--- src/rtl/mandelbrot_param_writer.sv ---
// Queues (sel, value) parameter writes and replays each on the Mandelbrot core's pin bus with setup/strobe/gap timing.
// Optional feature macro: VSYNC_GATE_EN (starts of writes wait for the synchronised vsync level VSYNC_POL).
module mandelbrot_param_writer #(
  parameter int FIFO_DEPTH  = 4,
  parameter int HOLD_CYCLES = 2,
  parameter int GAP_CYCLES  = 1,
  parameter int VSYNC_POL   = 1
) (
  input  logic        clk,
  input  logic        rst_n,
  input  logic        req_valid,
  output logic        req_ready,
  input  logic [2:0]  req_sel,
  input  logic [12:0] req_value,
  input  logic        vsync_in,
  output logic [7:0]  ui_out,
  output logic [7:0]  uio_out,
  output logic        busy,
  output logic        dropped
);

  localparam int AW = $clog2(FIFO_DEPTH);
  localparam logic [7:0] HOLD_LAST = 8'(HOLD_CYCLES - 1);
  localparam logic [7:0] GAP_LAST  = 8'(GAP_CYCLES - 1);

  typedef enum logic [1:0] {IDLE, SETUP, STROBE, GAP} state_t;

  state_t       state_reg;
  logic [7:0]   cnt_reg;
  logic [12:0]  value_reg;
  logic [2:0]   sel_reg;
  logic [2:0]   ctrl_reg;
  logic         dropped_reg;

  logic [15:0]  mem [FIFO_DEPTH];
  logic [AW-1:0] wr_ptr_reg, rd_ptr_reg;
  logic [AW:0]  count_reg;

  logic full, empty, accept, push, pop, gate_open, can_start;
  logic [15:0] head;

  assign full      = (count_reg == (AW+1)'(FIFO_DEPTH));
  assign empty     = (count_reg == '0);
  assign req_ready = !full;
  assign accept    = req_valid && req_ready;
  assign push      = accept && (req_sel != 3'd0);
  assign head      = mem[rd_ptr_reg];

`ifdef VSYNC_GATE_EN
  logic [1:0] vsync_sync_reg;

  always_ff @(posedge clk or negedge rst_n) begin
    if (!rst_n) vsync_sync_reg <= 2'b00;
    else        vsync_sync_reg <= {vsync_sync_reg[0], vsync_in};
  end

  assign gate_open = (vsync_sync_reg[1] == 1'(VSYNC_POL));
`else
  logic unused_vsync;
  assign unused_vsync = vsync_in ^ 1'(VSYNC_POL);
  assign gate_open    = 1'b1;
`endif

  assign can_start = !empty && gate_open;
  // A new write may only begin from IDLE or at the last GAP cycle.
  assign pop = can_start &&
               ((state_reg == IDLE) || ((state_reg == GAP) && (cnt_reg == GAP_LAST)));

  always_ff @(posedge clk) begin
    if (push) mem[wr_ptr_reg] <= {req_sel, req_value};
  end

  always_ff @(posedge clk or negedge rst_n) begin
    if (!rst_n) begin
      wr_ptr_reg  <= '0;
      rd_ptr_reg  <= '0;
      count_reg   <= '0;
      dropped_reg <= 1'b0;
    end else begin
      if (push) wr_ptr_reg <= wr_ptr_reg + AW'(1);
      if (pop)  rd_ptr_reg <= rd_ptr_reg + AW'(1);
      count_reg   <= count_reg + (AW+1)'(push) - (AW+1)'(pop);
      dropped_reg <= accept && (req_sel == 3'd0);
    end
  end

  always_ff @(posedge clk or negedge rst_n) begin
    if (!rst_n) begin
      state_reg <= IDLE;
      cnt_reg   <= '0;
      value_reg <= '0;
      sel_reg   <= '0;
      ctrl_reg  <= '0;
    end else begin
      case (state_reg)
        IDLE: begin
          ctrl_reg <= 3'd0;
          if (pop) begin
            value_reg <= head[12:0];
            sel_reg   <= head[15:13];
            state_reg <= SETUP;
          end
        end
        SETUP: begin
          ctrl_reg  <= sel_reg;
          cnt_reg   <= '0;
          state_reg <= STROBE;
        end
        STROBE: begin
          if (cnt_reg == HOLD_LAST) begin
            ctrl_reg  <= 3'd0;
            cnt_reg   <= '0;
            state_reg <= GAP;
          end else begin
            cnt_reg <= cnt_reg + 8'd1;
          end
        end
        GAP: begin
          if (cnt_reg == GAP_LAST) begin
            cnt_reg <= '0;
            if (pop) begin
              value_reg <= head[12:0];
              sel_reg   <= head[15:13];
              state_reg <= SETUP;
            end else begin
              state_reg <= IDLE;
            end
          end else begin
            cnt_reg <= cnt_reg + 8'd1;
          end
        end
        default: state_reg <= IDLE;
      endcase
    end
  end

  assign ui_out  = {value_reg[4:0], ctrl_reg};
  assign uio_out = value_reg[12:5];
  assign busy    = (state_reg != IDLE) || !empty;
  assign dropped = dropped_reg;

endmodule
--- config.mk ---
export PLATFORM = sky130hd
export DESIGN_NAME = mandelbrot_param_writer
export DESIGN_NICKNAME = d
export VERILOG_FILES = /design/src/rtl/mandelbrot_param_writer.sv
export SDC_FILE = /design/constraint.sdc
export NUM_CORES = 1
export LEC_CHECK = 0
export CORE_MARGIN = 1.5
export CORE_UTILIZATION = 40
export CTS_BUF_LIST = sky130_fd_sc_hd__clkbuf_8
export DETAILED_ROUTE_END_ITERATION = 16
export PLACE_DENSITY = 0.64
export REMOVE_ABC_BUFFERS = 1
export SLEW_MARGIN = 20
export SYNTH_ARGS = -nofsm -noshare
export SYNTH_HDL_FRONTEND = slang
export SYNTH_SLANG_ARGS = --single-unit
--- constraint.sdc ---
create_clock -name clk -period 2.9 [get_ports clk]
set_clock_uncertainty 0.15 [all_clocks]
set_input_delay 0.58 -clock clk [delete_from_list [all_inputs] [get_ports clk]]
set_output_delay 0.58 -clock clk [all_outputs]
set_load 0.02 [all_outputs]
Word-level counts from Yosys, hierarchy flattened
Memory sizes are Yosys's and may differ from the RTL's. Index checks and enable logic that the tools add are counted. Widths: inputs -> output; s select.

Memory bits (writable): 64. Memories kept: 1. Word-level logic and storage cells: 62. Output and inout bits: 19. Register bits after elaboration: 37.

Reduce and logical (&&, ||, !) cells: 21. Eq/ne operators: 8. $add $sub $neg: 5. Mux-type cells: 18.

Memory list: mem (depth 4, bits a word 16, rd ports 1, clocked after Yosys merged registers in 0, wr ports 1, RTL line 35) `logic [15:0] mem [FIFO_DEPTH];`.

Operators by type and width (count): $mux 13 (2); $pmux 13 s2 (1); $pmux 8 s3 (1); $mux 8 (2); $mux 3 (3); $pmux 3 s3 (1); $reduce_bool 3->1 (3); $add 8x1->8 const B (1); $eq 8x1->1 const B (1); $logic_not 8->1 (1); $pmux 2 s4 (1); $logic_not 3->1 (2); $mux 2 (3); $pmux 3 s2 (1); $logic_and 1x1->1 (5); $add 2x1->2 const B (2); $eq 2x2->1 const B (2); $ne 2x2->1 const B (2); $reduce_and 2->1 (2); $reduce_bool 2->1 (2); $add 3x1->3 (1); $eq 3x3->1 const B (1); $mux 1 (3); $reduce_and 3->1 (1); 6 further kinds (8).

Longest topological paths before layout
Depth in word-level cells: 7. Mapped depth: 10.

Worst setup path after synthesis
Ideal clock, no wire load.

Path type: reg2reg. Start point: register state_reg[0]. End point: register count_reg[2]. Library setup time: 0.123 ns. Path buffers: 0. Cell stages (with the launch flop): 10. Data arrival time: 2.043 ns. Slack: 0.585 ns. Data required time: 2.627 ns. Cells stage by stage: dfrtp_1 inv_1 ha_1 a31o_2 and2_1 ha_1 inv_1 ha_1 fa_1 xnor2_1.

Cells in the longest elaborated chain, start to end: 5. Elaborated cells on any way between the ends: 6.

RTL lines: from (decl) (RTL line 28) `state_t state_reg;`; from (signal assigned) (RTL line 89) `state_reg <= IDLE;`; from (signal assigned) (RTL line 101) `state_reg <= SETUP;`; from (signal assigned) (RTL line 107) `state_reg <= STROBE;`; $eq 2x2->1 (RTL line 67) `((state_reg == IDLE) || ((state_reg == GAP) && (cnt_reg == GAP_LAST)));`; $logic_and 1x1->1 (RTL line 67); $logic_or 1x1->1 * (RTL line 67); $logic_and 1x1->1 * (RTL line 66) `assign pop = can_start &&`; via pop (RTL line 39) `logic full, empty, accept, push, pop, gate_open, can_start;`; $sub 3x1->3 * (RTL line 82) `count_reg <= count_reg + (AW+1)'(push) - (AW+1)'(pop);`; to (signal assigned) (RTL line 82); to (decl) (RTL line 37) `logic [AW:0] count_reg;`.

Mark *: on every way through the listed nets, which the timed path passes. The rest lies on a longest branch. A chain may end at the register's enable or synchronous reset.

Final worst setup path
Start point: register state_reg[1]. End point: output busy.

Cells in the longest elaborated chain, start to end: 2.

RTL lines: $reduce_bool 2->1 (RTL line 139) `assign busy = (state_reg != IDLE) || !empty;`; $logic_or 1x1->1 (RTL line 139); to (decl) (RTL line 18) `output logic busy,`.

No other way between the ends.

==> results.toml <==
[logic_synthesis]
synth.yosys.warnings = 0
synth_edf_count = 64
fraction_of_the_yosys_area_taken_by_sequential_cells_pct = 67.3
synth_instances = 241
synth-async-reset-ratio_pct = 36.6
synth-main-ff-cell = "edfxtp_1"
synthDistinctLibCells = 43
synth_seq_cells = 101
post_synth_design_cell_area_um2 = 4230
synthesis.area_per_instance_um2 = 17.6
synth.largest_area_cell = "edfxtp_1"
post-synth-top-area-fraction_pct = 45.4
synth_area_leaders = "edfxtp_1 (45%), dfrtp_1 (22%), mux4_2 (8.5%)"

[floorplan]
die-area_um2 = 11200
core_area_um2 = 10300
initial_utilization_pct = 41.2
chipWidth_um = 106
core.rowCount = 37
die_y_um = 106
ioPinCount = 39

[clock_network]
root_cell_of_the_clock_tree = "clkbuf_8"
ctsResizeCount = 0
cts_hold_buf = 0
postCtsSetupBuffers = 0
tritoncts.num_buffers = 9
clock_tree_from_tritoncts = "yes"
cts_buffer_depth = 2
cts.sink_count = 101
clk_pin_slew_worst_paths_ns = 0.12
cts-htree-levels = 3
worst_skew_pair.late_latency_ns = 0.38

[global_route]
antenna_found_initial = 0
wire_length_of_the_first_global_routing_pass_um = 11700
number_of_global_route_vias_before_repair = 2273
grt_util_all_layers_pct = 13.9
global_route.overflow_total = 0
largest_net_degree_at_the_start_of_global_routing = 38

[power_and_ir_drop]
power_switching_share_pct = 33.2
pwr-share-seq_pct = 43.1
comb_power_share_pct = 39.3
powerDensity_nw_per_um2 = 1000
power.switching_mw = 1.65
internal_power_mw = 3.32
pwr-share-clk_pct = 17.6
leakage_nw = 1.89
finalPower_mw = 4.98
maximum_vdd_ir_drop_mv = 0.463

[drt]
routed-wl-met2_um = 3500
dr_total_vias = 2115
detail_route.vias_per_cell = 4.94
wirelength_um = 6840
wirelength_met1_um = 3090
detail_route.drc_violations = 0
ant_nets = 0
detail_route.iter0.violations = 61
drt_pass1_iterations = 4
highest_layer = "met4"
wl_per_cell_um = 16.0
met3RoutedLength_um = 209

[layout]
finish.instance_area_um2 = 4950
nets = 323
post_route_cells_drive_above_1_share_pct = 22.3
largest_register_ff_count = 64
synthToLayoutAreaGrowth_pct = 17.1
final_core_utilization_pct = 48.2
num_antenna_cells = 0

[timing]
hold_slack_ns = 0.169
timing.final.max_slew_violations = 0
post-route-min-period_ns = 2.70
setup_total_negative_slack_ns = 0
max_slew.worst_pin.slew_ns = 0.887
timing.final.setup_violations = 0
slew-limit-headroom_pct = 40.9
final_min_period_over_clock_period_pct = 93.1
fmax_mhz = 371
grt_setup_unrepaired = "false"
report.final.hold_viol_count = 0

[critical_path]
critical_path_required_ns = 2.17
setup.reg_to_reg.worst_slack_ns = 0.42
path_max_fanout = 5
r2r-start = "state_reg[1]$_DFFE_PN0P_"
setup.worst_path.start_class = "register"
criticalPathCategory = "register to output port"
cp.arrival_ns = 1.97
crit_path_end_kind = "output port"
r2r-end = "count_reg[2]$_DFF_PN0_"
worst-r2r-cell-count = 9
crit_path_start = "state_reg[1]$_DFFE_PN0P_"

[placed_design]
detailedPlacementHpwl_um = 4420
io_buffers = 37
placement.cell_area_um2 = 4750
gpl_wtd_cong = 0.704

[hold_path]
worst_hold_path_type = "primary input to asynchronous set/reset pin"

[outcome]
run_status = "finished, final reports clean"

[run]
drv_cap = 0
==> placed cells by master, fill, tap and decap left out, types with 2 or more instances in the layout <==
master | synthesis | final
mux2_2 | 7 | 7
clkinv_4 | 0 | 2
o21a_1 | 3 | 3
xor2_1 | 3 | 3
clkbuf_8 | 0 | 9
inv_1 | 15 | 15
a31o_2 | 3 | 3
nand2_1 | 10 | 10
edfxtp_1 | 64 | 64
inv_8 | 0 | 3
buf_4 | 0 | 4
ha_1 | 15 | 15
mux2i_1 | 3 | 3
mux2_4 | 10 | 10
o21ai_0 | 3 | 3
dfrtp_1 | 37 | 37
xnor2_1 | 5 | 5
nand3_1 | 5 | 5
nor3_1 | 3 | 3
mux4_2 | 16 | 16
nor2_1 | 5 | 5
clkdlybuf4s50_1 | 0 | 36
and3_1 | 2 | 2
and2_1 | 6 | 6
==> per-stage QoR <==
stage          instances  setup slack, ns
2_1_floorplan        235            0.585
3_3_place_gp         412            0.119
3_5_place_dp         412           0.0360
4_1_cts              428            0.180
5_1_grt              428           0.0700
6_report             428            0.201
==> logic make-up after synthesis <==
kind of cell	synth area share, %
compound gates	3.81
xor+xnor	1.66
fa+ha+maj	4.91
buf+inv	2.34
flops	67.3
mux	14.6
simple gates	5.35
==> worst max path at each step <==
stage / endpoint / slack, ns
2_1_floorplan: count_reg[2]$_DFF_PN0_ / 0.58
4_1_cts: busy / 0.18
3_3_place_gp: count_reg[2]$_DFF_PN0_ / 0.12
5_1_grt: busy / 0.07
6_report: busy / 0.20
3_5_place_dp: count_reg[2]$_DFF_PN0_ / 0.04
==> routing by layer <==
| layer | up-vias | GRT usage, % |
|---|---|---|
| li1 | 1001 | - |
| met1 | 1077 | 17.4 |
| met2 | 32 | 23.2 |
| met3 | 5 | 3.96 |
| met4 | 0 | 4.63 |
| met5 | - | 0 |
==> worst max-delay path, stage by stage, from the launching register on <==
cell	delay, ns
dfrtp_1	0.44
inv_1	0.12
ha_1	0.23
nand2_1	0.17
clkdlybuf4s50_1	0.63
==> synth_stat cells (2+ instances only) <==
master and number:
nor2_1 5, inv_1 15, buf_2 3, mux2i_1 3, nand3_1 5, mux4_2 16, ha_1 15, edfxtp_1 64
nor3_1 3, nand2_1 10, and3_1 2, and2_1 6, xnor2_1 5, a31o_2 3, mux2_2 7, xor2_1 3
dfrtp_1 37, o21a_1 3, mux2_4 10, o21ai_0 3
==> power by group through the flow <==
stage	logic [mW]	clock network, mW	registers [mW]
finish	1.96	0.875	2.15
global route	2.15	0.964	2.20
CTS	2.00	0.914	2.15
detailed placement	1.99	0	2.19
global placement	1.95	0	2.17
floorplan	1.22	0	2.30
==> cell type report <==
class                   count  area, um^2
repair buffers             41         395
multi-input cells         119        1280
clock inverters             7        76.3
well taps                 136         170
clock buffers               9         124
flip-flops and latches    101        2850
fillers                   911        5320
inverters                  15        56.3
Note: power is estimated with default switching activity, not from simulation.
